===== src/rtl/avr_pkg.sv =====
// Shared opcode constants, FSM encoding and helpers for the fetch/issue front end.
package avr_pkg;

  localparam int unsigned INSTR_W = 16;
  localparam int unsigned ID_W    = 11;

  localparam logic [3:0] OP_JCR   = 4'b1100;
  localparam logic [3:0] OP_BR    = 4'b1111;
  localparam logic [1:0] SUB_JMP  = 2'b11;
  localparam logic [1:0] SUB_CALL = 2'b01;
  localparam logic [1:0] SUB_RET  = 2'b00;

  localparam logic [2:0] ST_FETCH  = 3'd0;
  localparam logic [2:0] ST_LOAD   = 3'd1;
  localparam logic [2:0] ST_EXT    = 3'd2;
  localparam logic [2:0] ST_EXTLD  = 3'd3;
  localparam logic [2:0] ST_DECODE = 3'd4;
  localparam logic [2:0] ST_EXEC   = 3'd5;

  typedef enum logic [2:0] {
    S_FETCH  = ST_FETCH,
    S_LOAD   = ST_LOAD,
    S_EXT    = ST_EXT,
    S_EXTLD  = ST_EXTLD,
    S_DECODE = ST_DECODE,
    S_EXEC   = ST_EXEC
  } state_t;

  // JMP and CALL carry their target in a second word
  function automatic logic is_two_word(input logic [INSTR_W-1:0] w);
    return (w[15:12] == OP_JCR) && ((w[6:5] == SUB_JMP) || (w[6:5] == SUB_CALL));
  endfunction

  function automatic logic is_ret(input logic [INSTR_W-1:0] w);
    return (w[15:12] == OP_JCR) && (w[6:5] == SUB_RET);
  endfunction

  function automatic logic is_branch(input logic [INSTR_W-1:0] w);
    return w[15:12] == OP_BR;
  endfunction

endpackage


===== src/rtl/ifu_pc_next.sv =====
// Next-PC selection: sequential step, RET to lr, JMP/CALL target, or relative branch.
module ifu_pc_next
  import avr_pkg::*;
#(
  parameter int unsigned PC_W = 16
) (
  input  logic [PC_W-1:0]    pc,
  input  logic [PC_W-1:0]    lr,
  input  logic [INSTR_W-1:0] ext_word,
  input  logic [INSTR_W-1:0] ir,
  input  logic               sel_pc_load,
  output logic [PC_W-1:0]    next_pc
);

  logic [PC_W-1:0] len;
  logic [PC_W-1:0] offset;
  logic            unused_ir;

  assign unused_ir = ^ir[11:7];

  // Pick the next PC; all sums wrap modulo 2^PC_W
  always_comb begin
    len     = is_two_word(ir) ? PC_W'(2) : PC_W'(1);
    offset  = {{(PC_W-5){ir[4]}}, ir[4:0]};
    next_pc = pc + len;
    if (sel_pc_load) begin
      if (is_ret(ir)) begin
        next_pc = lr;
      end else if (is_two_word(ir)) begin
        next_pc = ext_word[PC_W-1:0];
      end else if (is_branch(ir)) begin
        next_pc = pc + PC_W'(1) + offset;
      end
    end
  end

endmodule


===== src/rtl/instr_fetch_issue.sv =====
// Fetch/issue front end: reads program memory, holds ir/ext_word, drives the
// decoder enable and updates pc/lr from the decoder's load selects.
module instr_fetch_issue
  import avr_pkg::*;
#(
  parameter int unsigned     PC_W     = 16,
  parameter logic [PC_W-1:0] RESET_PC = '0
) (
  input  logic               clk,
  input  logic               rst_n,
  input  logic               hold,
  output logic [PC_W-1:0]    pmem_addr,
  output logic               pmem_rd_en,
  input  logic [INSTR_W-1:0] pmem_rdata,
  output logic [ID_W-1:0]    ID,
  output logic               en_dec,
  output logic [INSTR_W-1:0] ir,
  output logic [INSTR_W-1:0] ext_word,
  input  logic               sel_pc_load,
  input  logic               sel_LR_load,
  output logic [PC_W-1:0]    pc,
  output logic [PC_W-1:0]    lr,
  output logic               retire
);

  state_t          state_q, state_d;
  logic [PC_W-1:0] next_pc;

  ifu_pc_next #(.PC_W(PC_W)) u_pc_next (
    .pc          (pc),
    .lr          (lr),
    .ext_word    (ext_word),
    .ir          (ir),
    .sel_pc_load (sel_pc_load),
    .next_pc     (next_pc)
  );

  // State register
  always_ff @(posedge clk or negedge rst_n) begin
    if (!rst_n) state_q <= S_FETCH;
    else        state_q <= state_d;
  end

  // Next-state and state-decoded strobes; no read while reset is asserted
  always_comb begin
    state_d    = state_q;
    pmem_rd_en = 1'b0;
    en_dec     = 1'b0;
    retire     = 1'b0;
    pmem_addr  = pc;
    case (state_q)
      S_FETCH: begin
        if (!hold) begin
          pmem_rd_en = rst_n;
          state_d    = S_LOAD;
        end
      end
      S_LOAD:   state_d = is_two_word(pmem_rdata) ? S_EXT : S_DECODE;
      S_EXT: begin
        pmem_rd_en = rst_n;
        pmem_addr  = pc + PC_W'(1);
        state_d    = S_EXTLD;
      end
      S_EXTLD:  state_d = S_DECODE;
      S_DECODE: begin
        en_dec  = 1'b1;
        state_d = S_EXEC;
      end
      S_EXEC: begin
        retire  = 1'b1;
        state_d = S_FETCH;
      end
      default:  state_d = S_FETCH;
    endcase
  end

  assign ID = ir[15:5];

  // Instruction words, PC and link register
  always_ff @(posedge clk or negedge rst_n) begin
    if (!rst_n) begin
      pc       <= RESET_PC;
      lr       <= '0;
      ir       <= '0;
      ext_word <= '0;
    end else begin
      case (state_q)
        S_LOAD:  ir       <= pmem_rdata;
        S_EXTLD: ext_word <= pmem_rdata;
        S_EXEC: begin
          pc <= next_pc;
          if (sel_LR_load) lr <= pc + PC_W'(2);
        end
        default: ;
      endcase
    end
  end

endmodule


===== config.mk =====
export PLATFORM = sky130hd
export DESIGN_NAME = instr_fetch_issue
export DESIGN_NICKNAME = d
export VERILOG_FILES = /design/src/rtl/avr_pkg.sv /design/src/rtl/ifu_pc_next.sv /design/src/rtl/instr_fetch_issue.sv
export SDC_FILE = /design/constraint.sdc
export NUM_CORES = 1
export LEC_CHECK = 0
export CAP_MARGIN = 10
export CELL_PAD_IN_SITES_DETAIL_PLACEMENT = 0
export CELL_PAD_IN_SITES_GLOBAL_PLACEMENT = 1
export CORE_MARGIN = 3
export CORE_UTILIZATION = 41
export DETAILED_ROUTE_END_ITERATION = 6
export PLACE_DENSITY_LB_ADDON = 0.15
export SYNTH_ARGS = -nofsm -noshare
export SYNTH_HDL_FRONTEND = slang
export SYNTH_HIERARCHICAL = 1
export SYNTH_SLANG_ARGS = --single-unit

===== constraint.sdc =====
create_clock -name clk -period 7 [get_ports clk]
set_input_delay 1.05 -clock clk [delete_from_list [all_inputs] [get_ports clk]]
set_output_delay 1.05 -clock clk [all_outputs]
set_load 0.005 [all_outputs]

==> impl_results.md, run 1 <==
- Critical R2R Launch: ir[12]
- Pre-CTS setup slack: 3.48 ns
- Synth Warn #: 6
- Drt first-iter violations: about 240
- GRT Total Usage: around 22%
- Via-to-Cell Ratio: 5.71
- Post-CTS setup buffer count: 0
- Commonest non-fill, non-tap cell in the layout: clkdlybuf4s50_1
- CTS hold repair buffers: 0
- DR pass1 iterations: 5
- Critical path class: reg -> out
- DIE HEIGHT: ~110 um
- # rows: 39
- Vias in the first global route: 4386
- Async set-or-reset flop fraction in the synthesized netlist: between 90% and 100%
- # diodes: 0
- Syn Inst Count: about 500
- Slowest CP cell: dfrtp_1
- Initial Util: between 40 and 50%
- TritonCTS clock tree: yes
- Worst skew pair latency: about 0.33 ns
- Clock Sinks: 67
- Hold Fails Final Rpt: 0
- Die area: between 10000 and 15000 um2
- Top_reg_cell synth: dfrtp_1
- Chip Width: between 100 and 150 um
- Critical path's largest stage delay: ~0.64 ns
- Setup TNS: 0 ns
- Final ANT Viol Nets: 0
- Commonest cells after routing, fill and taps aside: 113 x clkdlybuf4s50_1, 67 x dfrtp_1, 51 x mux2_2
- Final HPWL DP: ~10 mm
- Area of the core: 11500 um2
- Worst Path Arrival: between 2 and 3 ns
- Fill cells: 1048
- Clk_skew: approximately 0.0073 ns
- Fin Hold WS: roughly 0.52 ns
- Critical Path RT: ~6.0 ns
- Start point of the worst hold path: lr[7]
- DR WL met3: around 900 um
- RSZ-0062 raised after global routing: false
- Worst-Margin Slew: ~0.93 ns
- Leak: roughly 0.0025 uW
- Global route total overflow: 0
- Fin nets: 628
- Crit-path max FO: 13
- Final WS setup: ~3.2 ns
- Top-Level Pins: about 120
- VDD IR max: ~0.25 mV
- Drt wl/cell: ~20 um
- Max Used Layer: met4
- Port Buffer Count: 114
- Placed instance area: about 6000 um2
- Distinct cells, synth: between 60 and 70
- Power Density: approximately 480 nW/um2
- Count of final setup violators: 0
- CP delay by family, top: simple AND/OR/NAND/NOR gates
- Max-Cap Viols: 0
- Fmax: 260 MHz
- WL final: about 14 mm
- Global placement routability congestion: approximately 0.9
- DR DRC count: 0
- CP Cell Sequence: ha_1 -> nand3_1 -> nor3_2 -> nand4_1 -> xnor2_1 -> clkdlybuf4s50_1
- Run status: finished, final reports clean
- Setup crit end kind: output port
- Cell area after layout: 6270 um2
- Clock Root Buffer: clkbuf_16
- Total CTS buffers: 9
- Mean Syn Cell Area: slightly below 10 um2
- WL met2: between 6 and 7 mm
- Reg2Reg Setup Slack: 3.87 ns
- Share of cells above drive strength 1: ~16%
- Resized Gates After CTS: 0
- Fin. max-slew vios: 0
- R2r endpoint: pc[10]
- H-tree depth: 3
- Vias: between 4000 and 5000
- P&R area growth vs syn: 29.3%
- Worst setup SP type: register
- Post-synthesis sequential area ratio: 34.6%
- Largest net degree at the start of global routing: between 40 and 50
- WHS Endpoint: lr[7]
- Initial antenna violation count: 0
- Tot Pwr: roughly 3000 uW
- Clock Path Buffers: 2
- Worst r2r path cells: 12
- Final period utilization: a little over half
- Hold Path Class: reg -> reg
- Cell area after synthesis: a little under 5000 um2
- Number of synthesized flops with an enable pin: 0
- DRT met1 WL: roughly 6.5 mm
- Hold Path Depth: 2
- Worst-path clk slew: 0.06 ns
- First-pass GRT wire length: roughly 23 mm
- Crit path time final: approximately 3.8 ns
- Buf+Inv Stages, Crit Path: 1
- Max-slew headroom: between 30% and 40%
- Syn nets: approximately 540
- Yosys reg bits: 67
==> layout make-up <==
class	count	area, um2	share of cell area (%)
multi-input combinational	378	2910	46.3
sequential	67	1680	26.7
timing repair buffer	120	1180	18.8
clock buffer	12	246	3.93
tap	143	179	2.85
clock inverter	4	50.0	0.798
inverter	9	33.8	0.539
==> flip-flops by register name, summed over array words and instances (netlist names) <==
name	flops
state_q	3
pc	16
lr	16
ir	16
ext_word	16
==> logic make-up (layout without fill, tap and decap cells) <==
logic type | count (synthesis) | count (layout) | synth area share (%)
AO/OA/AOI/OAI | 102 | 102 | 14.7
XOR/XNOR | 55 | 55 | 9.93
adder cells (fa/ha/maj) | 22 | 22 | 5.99
buffers and inverters | 48 | 145 | 5.52
flip-flops | 67 | 67 | 34.6
multiplexers | 54 | 54 | 12.5
AND/OR/NAND/NOR | 145 | 145 | 16.8
==> synthesized netlist by cell type, drive strengths merged (3+ instances only) <==
master / n / share of area, %
xnor2: 28 / 5.1
inv: 9 / 0.70
nor2b: 3 / 0.39
nor3: 10 / 1.2
buf: 26 / 3.6
nor3b: 5 / 1.2
mux2i: 3 / 0.62
o22ai: 4 / 0.52
ha: 20 / 5.2
nor4: 6 / 1.2
a22o: 6 / 1.1
nand4: 17 / 2.9
nand2b: 5 / 0.64
o211ai: 10 / 1.7
dfrtp: 67 / 35
xor2: 27 / 4.9
o21ai: 33 / 3.5
a21o: 4 / 0.77
nor2: 25 / 1.9
nand3: 12 / 1.2
mux2: 51 / 12
a31oi: 7 / 0.90
clkbuf: 13 / 1.3
a22oi: 5 / 0.77
nand2: 47 / 3.6
o31ai: 3 / 0.75
a21oi: 16 / 1.7
and3: 4 / 0.54
==> layer usage <==
metal | vias to the layer above | track usage, %
met5 | - | 0
met4 | 0 | 8.14
met3 | 23 | 4.95
met2 | 142 | 35.2
met1 | 2058 | 30.6
li1 | 1966 | -
==> where the power goes <==
group	leakage [uW]	internal, uW	switching, uW
clock	0.000139	285	170
sequential	0.000824	554	311
combinational	0.00158	954	725
total	0.00254	1790	1210
==> tightest hold or removal path, delay by kind of cell, from the launching register on <==
family,cells,cell delay [ns]
AO/OA/AOI/OAI,1,0.07
flip-flops,1,0.36
AND/OR/NAND/NOR,1,0.05
==> metrics by stage <==
step,std cells,util [%]
floorplan,493,-
global placement,717,52.1
detailed placement,717,52.1
CTS,733,54.7
global route,733,54.7
finish,733,54.7
==> worst max-delay path by stage <==
stage | from | endpoint | slack, ns | cells after the start
2_1_floorplan | ir[12] | pc[4] | 4.21 | 13
5_1_grt | pc[2] | pmem_addr[9] | 2.95 | 6
3_5_place_dp | rst_n | pmem_rd_en | 3.48 | 3
3_3_place_gp | rst_n | pmem_rd_en | 3.49 | 3
6_report | pc[2] | pmem_addr[15] | 3.15 | 6
4_1_cts | pc[2] | pmem_addr[15] | 3.14 | 6
No activity file was read; power rests on OpenSTA's default activity.
==> run 2, diff against run 1 <==
--- a/config.mk
+++ b/config.mk
@@ -9,7 +9,7 @@
 export CELL_PAD_IN_SITES_DETAIL_PLACEMENT = 0
 export CELL_PAD_IN_SITES_GLOBAL_PLACEMENT = 1
 export CORE_MARGIN = 3
-export CORE_UTILIZATION = 41
+export CORE_UTILIZATION = 35
 export DETAILED_ROUTE_END_ITERATION = 6
 export PLACE_DENSITY_LB_ADDON = 0.15
 export SYNTH_ARGS = -nofsm -noshare
==> constraint.sdc (replaced) <==
create_clock -name clk -period 3.2 [get_ports clk]
set_input_delay 0.48 -clock clk [delete_from_list [all_inputs] [get_ports clk]]
set_output_delay 0.48 -clock clk [all_outputs]
set_load 0.005 [all_outputs]
==> run 2 against run 1 <==
  * Clock power increased by 140%
  * Clock skew decreased by 0.0014 ns
  * Via count rose by 0.17%
  * Cell count grew 6.8%
  * Routed wire length rose by 5.3%
  * Largest cell class unchanged
  * Design area grew 3.0%
  * Non-clock buffer count increased by 17
==> impl_results.md, run 2 (same netlist as run 1, synthesis figures left out) <==
- Run status: finished, final reports clean (unchanged)
- Global route total overflow: 0 (unchanged)
- Gate power share: 58.9% (was 56.0%)
- Sw frac: 40.3% (was 40.2%)
- GRT Total Usage: 20.8% (was 22.4%)
- Power Density: 1050 nW/um2 (was 478 nW/um2)
- Post-CTS setup buffer count: 0 (unchanged)
- Vias in the first global route: 4313 (was 4386)
- Commonest non-fill, non-tap cell in the layout: clkdlybuf4s50_1 (unchanged)
- WL final: 15.1 mm (was 14.3 mm)
- Worst-path clk slew: 0.06 ns (about the same)
- Area of the core: 13400 um2 (was 11500 um2)
- H-tree depth: 3 (unchanged)
- Max-Cap Viols: 0 (unchanged)
- Worst skew pair latency: 0.34 ns (was 0.33 ns)
- Clk_skew: 0.00589 ns (was 0.00729 ns)
- DR pass1 iterations: 5 (unchanged)
- Final HPWL DP: 11.4 mm (was 10.4 mm)
- Drt wl/cell: 19.3 um (was 19.5 um)
- Hold Path Class: in -> async (was reg -> reg)
- Share of cells above drive strength 1: 18.5% (was 15.8%)
- Clock Sinks: 67 (unchanged)
- Max-slew headroom: 36.7% (was 37.5%)
- Fin Hold WS: 0.359 ns (was 0.523 ns)
- Vias: 4196 (was 4189)
- VDD IR max: 0.448 mV (was 0.247 mV)
- DIE HEIGHT: 124 um (was 115 um)
- Initial antenna violation count: 0 (unchanged)
- Worst-Margin Slew: 0.947 ns (was 0.935 ns)
- Largest net degree at the start of global routing: 68 (was 44)
- Via-to-Cell Ratio: 5.36 (was 5.71)
- Critical path class: reg -> out (unchanged)
- Global placement routability congestion: 0.822 (was 0.900)
- Reg2Reg Setup Slack: 0.19 ns (was 3.87 ns)
- Final period utilization: a little over nine tenths
- P&R area growth vs syn: 33.3% (was 29.3%)
- Sequential share of power: 25.4% (was 28.9%)
- Critical Path RT: 2.72 ns (was 5.95 ns)
- Clock Path Buffers: 2 (unchanged)
- Fmax: about 330 MHz
- Commonest cells after routing, fill and taps aside: 113 x clkdlybuf4s50_1, 67 x dfrtp_1, 51 x mux2_2 (unchanged)
- # diodes: 0 (unchanged)
- Worst Path Arrival: 2.54 ns (was 2.80 ns)
- Fin. max-slew vios: 0 (unchanged)
- Finished Layout Cells: 783 (was 733)
- Crit path time final: about 3.0 ns
- Psw: 2740 uW (was 1210 uW)
- Tot Pwr: 6810 uW (was 3000 uW)
- Clock power share: 15.7% (was 15.2%)
- R2r endpoint: pc[15] (was pc[10])
- Hold Fails Final Rpt: 0 (unchanged)
- Count of final setup violators: 0 (unchanged)
- Chip Width: 124 um (was 115 um)
- Resized Gates After CTS: 0 (unchanged)
- First-pass GRT wire length: 24.1 mm (was 23.1 mm)
- Fin nets: 645 (was 628)
- Critical R2R Launch: ir[4] (was ir[12])
- Total CTS buffers: 9 (unchanged)
- Crit-path max FO: 12 (was 13)
- Initial Util: 36.2% (was 42.3%)
- Leak: 0.00264 uW (was 0.00254 uW)
- CTS hold repair buffers: 0 (unchanged)
- DR DRC count: 0 (unchanged)
- Die area: 15300 um2 (was 13200 um2)
- Setup TNS: 0 ns (unchanged)
- Top-Level Pins: 115 (unchanged)
- Final ANT Viol Nets: 0 (unchanged)
- Clock Root Buffer: clkbuf_16 (unchanged)
- Final WS setup: 0.183 ns (was 3.15 ns)
- Port Buffer Count: 114 (unchanged)
- # rows: 42 (was 39)
- RSZ-0062 raised after global routing: false (unchanged)
- Placed instance count: 767 (was 717)
- Worst setup SP type: register (unchanged)
- TritonCTS clock tree: yes (unchanged)
- Worst r2r path cells: 9 (was 12)
- P_int: 4070 uW (was 1790 uW)
- Drt first-iter violations: 306 (was 242)
- Pre-CTS setup slack: 0.219 ns (was 3.48 ns)
- Setup crit end kind: output port (unchanged)
## run 2: cell types whose count changed in the layout (fill, tap and decap cells not counted)
cell        delta
clkinv_2       +1
clkinvlp_4     +1
bufinv_16      +1
clkbuf_1       -2
clkbuf_8       -1
buf_4         +17
## run 2: through the flow
step	util (%)	area, um2
5_1_grt	48.2	6460
6_report	48.2	6460
2_1_floorplan	-	4850
4_1_cts	48.2	6460
3_5_place_dp	45.9	6140
3_3_place_gp	45.9	6140
## run 2: area by class of cell
cell class,instances,area (um2)
fillers,1284,6940
multi-input cells,378,2910
flip-flops and latches,67,1680
repair buffers,137,1310
clock buffers,9,225
well taps,176,220
clock inverters,7,92.6
inverters,9,33.8
## run 2: per-layer routing
layer  GRT usage [%]  wire length (um)  up-vias
met1            29.2              7080     2028
met4            8.79               370        0
met2            30.7              6720      135
li1                -                 -     2008
met3            4.81               903       25
met5               0                 0        -
## run 2: power groups by stage
stage / Combinational, uW / Sequential [uW] / Clock (uW)
detailed placement: 4000 / 1740 / 0
CTS: 4040 / 1730 / 1100
floorplan: 2380 / 1650 / 0
global placement: 3970 / 1740 / 0
finish: 4010 / 1730 / 1070
global route: 4400 / 1810 / 1140
## run 2: worst max-delay path by stage
| stage | from | end | slack [ns] | cells after the start |
|---|---|---|---|---|
| detailed placement | ir[4] | pc[15] | 0.22 | 9 |
| global route | pc[10] | pmem_addr[11] | 0.03 | 4 |
| global placement | pc[0] | pc[14] | 0.32 | 11 |
| finish | state_q[1] | pmem_addr[14] | 0.18 | 5 |
| CTS | pc[10] | pmem_addr[11] | 0.17 | 4 |
| floorplan | ir[12] | pc[4] | 0.41 | 13 |
## run 2: worst max-delay path: stages, from the launching register on
cell	delay, ns
dfrtp_1	0.55
nor3b_4	0.40
nand4_4	0.24
nor4_4	0.32
xor2_1	0.16
clkdlybuf4s50_1	0.52
